**config.mk**
```make
export PLATFORM = sky130hd
export DESIGN_NAME = pingpong_frame_scheduler_flat
export DESIGN_NICKNAME = d
export VERILOG_FILES = /design/src/rtl/pingpong_frame_scheduler_pkg.sv /design/src/rtl/pingpong_frame_scheduler_if.sv /design/src/rtl/pingpong_frame_scheduler_rr_arbiter2.sv /design/src/rtl/pingpong_frame_scheduler.sv /design/src/flat_wrapper.sv
export SDC_FILE = /design/constraint.sdc
export NUM_CORES = 1
export LEC_CHECK = 0
export ABC_AREA = 0
export BUFFER_PORTS_ARGS = -buffer_cell sky130_fd_sc_hd__buf_2
export CAP_MARGIN = 0
export CORE_ASPECT_RATIO = 0.75
export CORE_UTILIZATION = 41
export CTS_BUF_LIST = sky130_fd_sc_hd__clkbuf_4 sky130_fd_sc_hd__clkbuf_8
export DETAILED_ROUTE_END_ITERATION = 6
export PLACE_DENSITY = 0.89
export SLEW_MARGIN = 20
export SYNTH_ARGS = -nofsm -noshare
export SYNTH_HDL_FRONTEND = slang
export SYNTH_SLANG_ARGS = --single-unit
export TNS_END_PERCENT = 20
```
**constraint.sdc**
```tcl
create_clock -name clk_i -period 2.2 [get_ports clk_i]
set_input_delay 0.44 -clock clk_i [delete_from_list [all_inputs] [get_ports clk_i]]
set_output_delay 0.44 -clock clk_i [all_outputs]
set_load 0.01 [all_outputs]
```
**src/rtl/pingpong_frame_scheduler_pkg.sv**
```systemverilog
// Shared types and helpers for the ping-pong frame scheduler.
// Optional feature macro used by this slice: FRAME_TIMEOUT_EN (stall timeout + FLUSH).
package pingpong_frame_scheduler_pkg;

  // Number of frame consumers sharing the buffer read side.
  localparam int N_REQ = 2;

  // Scheduler states; FLUSH is only reachable when FRAME_TIMEOUT_EN is defined.
  typedef enum logic [1:0] {
    IDLE   = 2'd0,
    STREAM = 2'd1,
    FLUSH  = 2'd2
  } sched_state_t;

  // Consumer index to one-hot grant vector.
  function automatic logic [N_REQ-1:0] idx_to_onehot(input logic idx);
    return idx ? 2'b10 : 2'b01;
  endfunction

  // Saturating increment for the 8-bit dropped-frame counter.
  function automatic logic [7:0] sat_inc8(input logic [7:0] value);
    return (value == 8'hFF) ? value : value + 8'd1;
  endfunction

endpackage

```
**src/rtl/pingpong_frame_scheduler_if.sv**
```systemverilog
// Bundle of buffer read-port and consumer handshake signals.
// Signal suffixes are from the scheduler's point of view: the scheduler uses
// the slave modport, the surrounding system (buffer + consumers) uses master.
interface pingpong_frame_scheduler_if
  import pingpong_frame_scheduler_pkg::*;
#(
  parameter int WIDTH = 32
);

  logic                    buf_ready_i;
  logic signed [WIDTH-1:0] rd_data_i;
  logic                    rd_valid_i;
  logic                    rd_ready_o;
  logic [N_REQ-1:0]        req_i;
  logic [N_REQ-1:0]        grant_o;
  logic signed [WIDTH-1:0] data_o;
  logic [N_REQ-1:0]        valid_o;
  logic [N_REQ-1:0]        ready_i;
  logic                    last_o;

  modport master (
    output buf_ready_i, rd_data_i, rd_valid_i, req_i, ready_i,
    input  rd_ready_o, grant_o, data_o, valid_o, last_o
  );

  modport slave (
    input  buf_ready_i, rd_data_i, rd_valid_i, req_i, ready_i,
    output rd_ready_o, grant_o, data_o, valid_o, last_o
  );

endinterface

```
**src/rtl/pingpong_frame_scheduler_rr_arbiter2.sv**
```systemverilog
// Two-way round-robin pick. rr_i holds the index of the previous winner;
// on a tie the other consumer wins, otherwise the single requester wins.
module rr_arbiter2
  import pingpong_frame_scheduler_pkg::*;
(
  input  logic [N_REQ-1:0] req_i,
  input  logic             rr_i,
  output logic             any_o,
  output logic             winner_o
);

  // Combinational winner selection.
  always_comb begin
    any_o    = |req_i;
    winner_o = 1'b0;
    if (&req_i) begin
      winner_o = ~rr_i;
    end else if (req_i[1]) begin
      winner_o = 1'b1;
    end
  end

endmodule

```
**src/rtl/pingpong_frame_scheduler.sv**
```systemverilog
// Read-side sequencer for the ping-pong frame buffer. On each swap pulse a
// whole frame of DEPTH beats is granted round-robin to one of two consumers
// and forwarded with zero latency, with last-beat marking, drop counting and
// overrun detection.
// Optional feature macro: FRAME_TIMEOUT_EN adds a stall timeout that flushes
// the rest of a frame when the owning consumer stops accepting data.
module pingpong_frame_scheduler
  import pingpong_frame_scheduler_pkg::*;
#(
  parameter int WIDTH      = 32,
  parameter int DEPTH      = 256,
  parameter int ADDR_WIDTH = $clog2(DEPTH),
  parameter int TIMEOUT    = 1024
) (
  input  logic                       clk_i,
  input  logic                       rst_i,
  pingpong_frame_scheduler_if.slave  bus,
  output logic                       busy_o,
  output logic [7:0]                 drop_count_o,
  output logic                       overrun_o,
  output logic                       timeout_o
);

  localparam logic [ADDR_WIDTH:0] LAST_BEAT = (ADDR_WIDTH+1)'(DEPTH - 1);

  sched_state_t          state_q, state_d;
  logic [ADDR_WIDTH:0]   beat_cnt_q, beat_cnt_d;
  logic                  rr_q, rr_d;
  logic                  owner_q, owner_d;
  logic [7:0]            drop_q, drop_d;
  logic                  overrun_q, overrun_d;

  logic                  arb_any;
  logic                  arb_winner;
  logic                  start_arb;
  logic                  owner_ready;
  logic                  beat;
  logic                  at_last;
  logic signed [WIDTH-1:0] fwd_data;

`ifdef FRAME_TIMEOUT_EN
  localparam int STALL_W = $clog2(TIMEOUT + 1);
  localparam logic [STALL_W-1:0] STALL_LIMIT = STALL_W'(TIMEOUT - 1);

  logic [STALL_W-1:0]    stall_q, stall_d;
  logic                  timeout_q, timeout_d;
  logic                  stall;
`else
  localparam int unused_timeout = TIMEOUT;
`endif

  rr_arbiter2 u_arb (
    .req_i    (bus.req_i),
    .rr_i     (rr_q),
    .any_o    (arb_any),
    .winner_o (arb_winner)
  );

  assign owner_ready = bus.ready_i[owner_q];
  assign beat        = bus.rd_valid_i & owner_ready;
  assign at_last     = (beat_cnt_q == LAST_BEAT);
  assign fwd_data    = bus.rd_data_i;

`ifdef FRAME_TIMEOUT_EN
  assign stall = bus.rd_valid_i & ~owner_ready;
`endif

  // State register plus all counters and sticky flags.
  always_ff @(posedge clk_i) begin
    if (rst_i) begin
      state_q    <= IDLE;
      beat_cnt_q <= '0;
      rr_q       <= 1'b1;
      owner_q    <= 1'b0;
      drop_q     <= '0;
      overrun_q  <= 1'b0;
`ifdef FRAME_TIMEOUT_EN
      stall_q    <= '0;
      timeout_q  <= 1'b0;
`endif
    end else begin
      state_q    <= state_d;
      beat_cnt_q <= beat_cnt_d;
      rr_q       <= rr_d;
      owner_q    <= owner_d;
      drop_q     <= drop_d;
      overrun_q  <= overrun_d;
`ifdef FRAME_TIMEOUT_EN
      stall_q    <= stall_d;
      timeout_q  <= timeout_d;
`endif
    end
  end

  // Next-state logic: frame progress, swap handling and arbitration.
  always_comb begin
    state_d    = state_q;
    beat_cnt_d = beat_cnt_q;
    rr_d       = rr_q;
    owner_d    = owner_q;
    drop_d     = drop_q;
    overrun_d  = overrun_q;
    start_arb  = 1'b0;
`ifdef FRAME_TIMEOUT_EN
    stall_d    = stall_q;
    timeout_d  = timeout_q;
`endif

    case (state_q)
      IDLE: begin
        start_arb = bus.buf_ready_i;
      end

      STREAM: begin
        if (beat && at_last) begin
          // Frame complete; a swap in this same cycle is a fresh frame, not an overrun.
          state_d    = IDLE;
          beat_cnt_d = '0;
          start_arb  = bus.buf_ready_i;
        end else if (bus.buf_ready_i) begin
          // Buffer restarted under us: keep the owner, restart from beat 0.
          overrun_d  = 1'b1;
          beat_cnt_d = '0;
        end else if (beat) begin
          beat_cnt_d = beat_cnt_q + 1'b1;
        end
`ifdef FRAME_TIMEOUT_EN
        if (beat) begin
          stall_d = '0;
        end else if (stall) begin
          if (stall_q >= STALL_LIMIT) begin
            if (!bus.buf_ready_i) begin
              timeout_d = 1'b1;
              stall_d   = '0;
              state_d   = FLUSH;
            end
          end else begin
            stall_d = stall_q + 1'b1;
          end
        end
`endif
      end

      default: begin
`ifdef FRAME_TIMEOUT_EN
        // Drain and discard what is left of the stalled frame.
        if (bus.buf_ready_i) begin
          drop_d     = sat_inc8(drop_q);
          state_d    = IDLE;
          beat_cnt_d = '0;
        end else if (bus.rd_valid_i) begin
          if (at_last) begin
            state_d    = IDLE;
            beat_cnt_d = '0;
          end else begin
            beat_cnt_d = beat_cnt_q + 1'b1;
          end
        end
`else
        state_d = IDLE;
`endif
      end
    endcase

    if (start_arb) begin
      if (arb_any) begin
        state_d    = STREAM;
        owner_d    = arb_winner;
        rr_d       = arb_winner;
        beat_cnt_d = '0;
`ifdef FRAME_TIMEOUT_EN
        stall_d    = '0;
`endif
      end else begin
        drop_d = sat_inc8(drop_q);
      end
    end
  end

  // Output decode: forwarding and handshakes depend only on state and live inputs.
  always_comb begin
    bus.grant_o    = '0;
    bus.valid_o    = '0;
    bus.rd_ready_o = 1'b0;
    bus.data_o     = '0;
    bus.last_o     = 1'b0;
    busy_o         = 1'b0;
    case (state_q)
      STREAM: begin
        bus.grant_o    = idx_to_onehot(owner_q);
        bus.valid_o    = bus.rd_valid_i ? idx_to_onehot(owner_q) : '0;
        bus.rd_ready_o = owner_ready;
        bus.data_o     = fwd_data;
        bus.last_o     = at_last & bus.rd_valid_i;
        busy_o         = 1'b1;
      end
      FLUSH: begin
        bus.rd_ready_o = 1'b1;
        busy_o         = 1'b1;
      end
      default: begin
      end
    endcase
  end

  assign drop_count_o = drop_q;
  assign overrun_o    = overrun_q;
`ifdef FRAME_TIMEOUT_EN
  assign timeout_o    = timeout_q;
`else
  assign timeout_o    = 1'b0;
`endif

endmodule

```
**src/flat_wrapper.sv**
```systemverilog
// flat-port wrapper written by rule: the top's interface ports become plain ports
module pingpong_frame_scheduler_flat import pingpong_frame_scheduler_pkg::*;
#(
  parameter int WIDTH      = 32,
  parameter int DEPTH      = 256,
  parameter int ADDR_WIDTH = $clog2(DEPTH),
  parameter int TIMEOUT    = 1024
)
  (clk_i, rst_i, busy_o, drop_count_o, overrun_o, timeout_o, bus_buf_ready_i, bus_rd_data_i, bus_rd_valid_i, bus_req_i, bus_ready_i, bus_rd_ready_o, bus_grant_o, bus_data_o, bus_valid_o, bus_last_o);
  pingpong_frame_scheduler_if #(.WIDTH(WIDTH)) bus_i ();
  input  logic clk_i;
  input  logic rst_i;
  output logic busy_o;
  output logic [7:0] drop_count_o;
  output logic overrun_o;
  output logic timeout_o;
  input wire logic [$bits(bus_i.buf_ready_i)-1:0] bus_buf_ready_i;
  input wire logic [$bits(bus_i.rd_data_i)-1:0] bus_rd_data_i;
  input wire logic [$bits(bus_i.rd_valid_i)-1:0] bus_rd_valid_i;
  input wire logic [$bits(bus_i.req_i)-1:0] bus_req_i;
  input wire logic [$bits(bus_i.ready_i)-1:0] bus_ready_i;
  output wire logic [$bits(bus_i.rd_ready_o)-1:0] bus_rd_ready_o;
  output wire logic [$bits(bus_i.grant_o)-1:0] bus_grant_o;
  output wire logic [$bits(bus_i.data_o)-1:0] bus_data_o;
  output wire logic [$bits(bus_i.valid_o)-1:0] bus_valid_o;
  output wire logic [$bits(bus_i.last_o)-1:0] bus_last_o;
  assign bus_i.buf_ready_i = bus_buf_ready_i;
  assign bus_i.rd_data_i = bus_rd_data_i;
  assign bus_i.rd_valid_i = bus_rd_valid_i;
  assign bus_i.req_i = bus_req_i;
  assign bus_i.ready_i = bus_ready_i;
  assign bus_rd_ready_o = bus_i.rd_ready_o;
  assign bus_grant_o = bus_i.grant_o;
  assign bus_data_o = bus_i.data_o;
  assign bus_valid_o = bus_i.valid_o;
  assign bus_last_o = bus_i.last_o;
  pingpong_frame_scheduler #(.WIDTH(WIDTH), .DEPTH(DEPTH), .ADDR_WIDTH(ADDR_WIDTH), .TIMEOUT(TIMEOUT)) u_core (.clk_i(clk_i), .rst_i(rst_i), .bus(bus_i), .busy_o(busy_o), .drop_count_o(drop_count_o), .overrun_o(overrun_o), .timeout_o(timeout_o));
endmodule
```
==> run metrics <==
largest driver fanout on the critical path 3; per-instance average area after synthesis 7.812 sq um; final slew viol count 0; Min Clock Period, post-route 2.302 ns; net count after synthesis 247; type of the worst setup path flip-flop to output port; maximum clock frequency 0.4343 GHz; Synth Register Bits 22; Syn-to-layout area delta 46.69%; data arrival time at the worst-slack endpoint 1.86 ns; cell row count 19; proportion of synthesized flip-flops having asynchronous set or reset 0%; clock latency at the later pin of the worst-skew pair 0.27 ns; setup repair after global routing missed its margin true; post-synthesis sequential area ratio 28.05%; element type at the critical path end output port; post-cts hold buffer count 0; main flop type after synthesis dfxtp_1; DRC violation count after routing 0; number of synthesis warnings 0; vias in the first global route 1,632; result of the run finished, violations left; Max H-tree Level 1; horizontal die dimension 73.46 um; TritonCTS clock tree built; IR Drop Worst-Case VDD 394.9 uV; post-synth design cell area 1570 sq um; final std cells w/o fill 349; Inst Count DP 339; global-route wire length before repair 7.452 mm; Detailed Route Iter0 Violations 145; failing checks negative setup slack; buffers from clock root to sink, at most 2; weighted congestion reported at the end of routability-driven placement 0.8310; final setup TNS -0.2545 ns; power consumption 0.0009651 W; Setup Skew 0.005531 ns; detailed-routing iteration count for the pre-antenna-repair pass 5; Total Routed Length 4.853 mm; aggregate global routing overflow 0; vertical die dimension 55.60 um; post-route fraction of the period consumed by the critical path 104.7%; hpwl dp 3.443 mm; CTS Buf Count 3; die outline area 4084 sq um; Req. time, crit path 1.76 ns; initial antenna violation count 0; share of layout cells above drive strength 1 46.13%; detail-routed via count per cell 5.418; via count 1,891; Avg WL per Cell 13.91 um; total power density per cell area 419.0 nW/um^2; CP startpoint kind flip-flop; Tot GR Track Use 23.04%; number of diodes 0; worst setup margin -0.1023 ns; quantity of I/O buffers inserted on ports 87; io pins 89; number of synthesized flops with an enable pin 0; core area 3661 sq um; max-cap violation count 0; Post-Syn Instances 201; number of sinks on the clock net 22; Hold Vio Cnt, Final 0; class of the most critical hold timing path input pin to flip-flop; buffer type at the clock tree root clkbuf_8; initial core utilization 42.89%; leak pwr 1.087 nW; largest net degree at the start of global routing 38; clk slew on worst S/H paths 0.08 ns; number of antenna-violating nets in the routed design 0; leading cell types in the layout, fill and taps excluded buf_2, and2_1, dfxtp_1; count of endpoints failing setup in the final report 4; number of nets at the end of the flow 344; Unique masters post-synth 44; most common cell after layout, fill and taps aside buf_2
[cells by family after synthesis]
| family | after synthesis | share of synthesized area, % |
|---|---|---|
| DFF | 22 | 28.05 |
| buffers and inverters | 22 | 6.693 |
| other | 1 | 0.2388 |
| and+or+nand+nor | 96 | 35.78 |
| adders and majority gates | 6 | 4.781 |
| AOI/OAI and AO/OA | 51 | 22.07 |
| muxes | 3 | 2.390 |
[registers in the layout, indices dropped and copies added (netlist names)]
| signal | count |
|---|---|
| u_core.beat_cnt_q | 9 |
| u_core.drop_count_o | 8 |
| u_core.overrun_o | 1 |
| u_core.owner_q | 1 |
| u_core.rr_q | 1 |
| u_core.state_q | 2 |
[cells in the mapped netlist, types with 2 or more instances]
cell	number	area (sq um)
mux2_2	2	22.52
and4_1	3	26.28
buf_2	3	15.01
nand2_1	9	33.78
inv_1	8	30.03
ha_1	6	75.07
o21ai_0	9	45.04
nor2_1	12	45.04
nor3_1	5	25.02
nor2b_1	7	43.79
o31ai_1	4	30.03
a211oi_2	3	37.54
and3_1	8	50.05
a21oi_1	17	85.08
a31oi_1	6	37.54
or4_1	4	30.03
buf_6	2	22.52
dfxtp_1	22	440.4
and2_1	33	206.5
or3_1	2	12.51
nand3_1	6	30.03
o21bai_1	2	15.01
clkbuf_1	7	26.28
[final timing paths]
path / cells after the start / slack (ns) / endpoint / from
worst max-delay path: 8 / -0.10 / bus_last_o / u_core.beat_cnt_q[1]
worst min-delay path: 3 / 0.44 / u_core.owner_q / bus_req_i[1]
worst max register to register: 10 / -0.05 / u_core.beat_cnt_q[6] / u_core.beat_cnt_q[1]
worst min register to register: 2 / 0.48 / u_core.state_q[1] / u_core.state_q[1]
[through the flow]
stage | hold WS (ns) | area (sq um) | utilization, % | setup slack (ns)
CTS | 0.4432 | 2258 | 61.69 | -0.08660
detailed placement | 0.4587 | 2123 | 58.00 | -0.2171
global placement | 0.4478 | 2123 | 58.00 | -0.1151
finish | 0.4434 | 2303 | 62.92 | -0.1023
floorplan | 0.4449 | 1607 | - | 0.0006872
global route | 0.4626 | 2303 | 62.92 | -0.1431
[cell type report]
class / count / area (sq um)
Fill cell: 317 / 1358
Timing Repair Buffer: 104 / 580.6
Multi-Input combinational cell: 158 / 1126
Clock buffer: 4 / 55.05
Sequential cell: 22 / 442.9
Inverter: 9 / 33.78
Tap cell: 52 / 65.06
[critical path, stage by stage (launching register included)]
cell and delay (ns):
dfxtp_2 0.34, ha_4 0.15, and3_4 0.17, and3_4 0.18
and3_4 0.18, ha_4 0.16, buf_6 0.12, and3_4 0.18
buf_6 0.12
[power breakdown]
group / internal (W) / switching, W
combinational: 0.000114 / 0.000142
sequential: 0.000405 / 0.00000785
clock: 0.000160 / 0.000136
total: 0.000679 / 0.000286
[layer usage]
layer / GRT usage [%] / share of wire (%)
met3: 4.167 / 9.3
met1: 30.15 / 41
met4: 7.143 / 0.78
met2: 38.27 / 49
met5: 0 / 0
[timing repair]
action | 4_1_cts | 5_1_grt
setup endpoints to repair | 12 | 20
pin swaps | 8 | 10
resized for setup | 10 | 8
buffers inserted | 3 | 2
cloned | 1 | 0
Power figures use the tool's default switching activity.
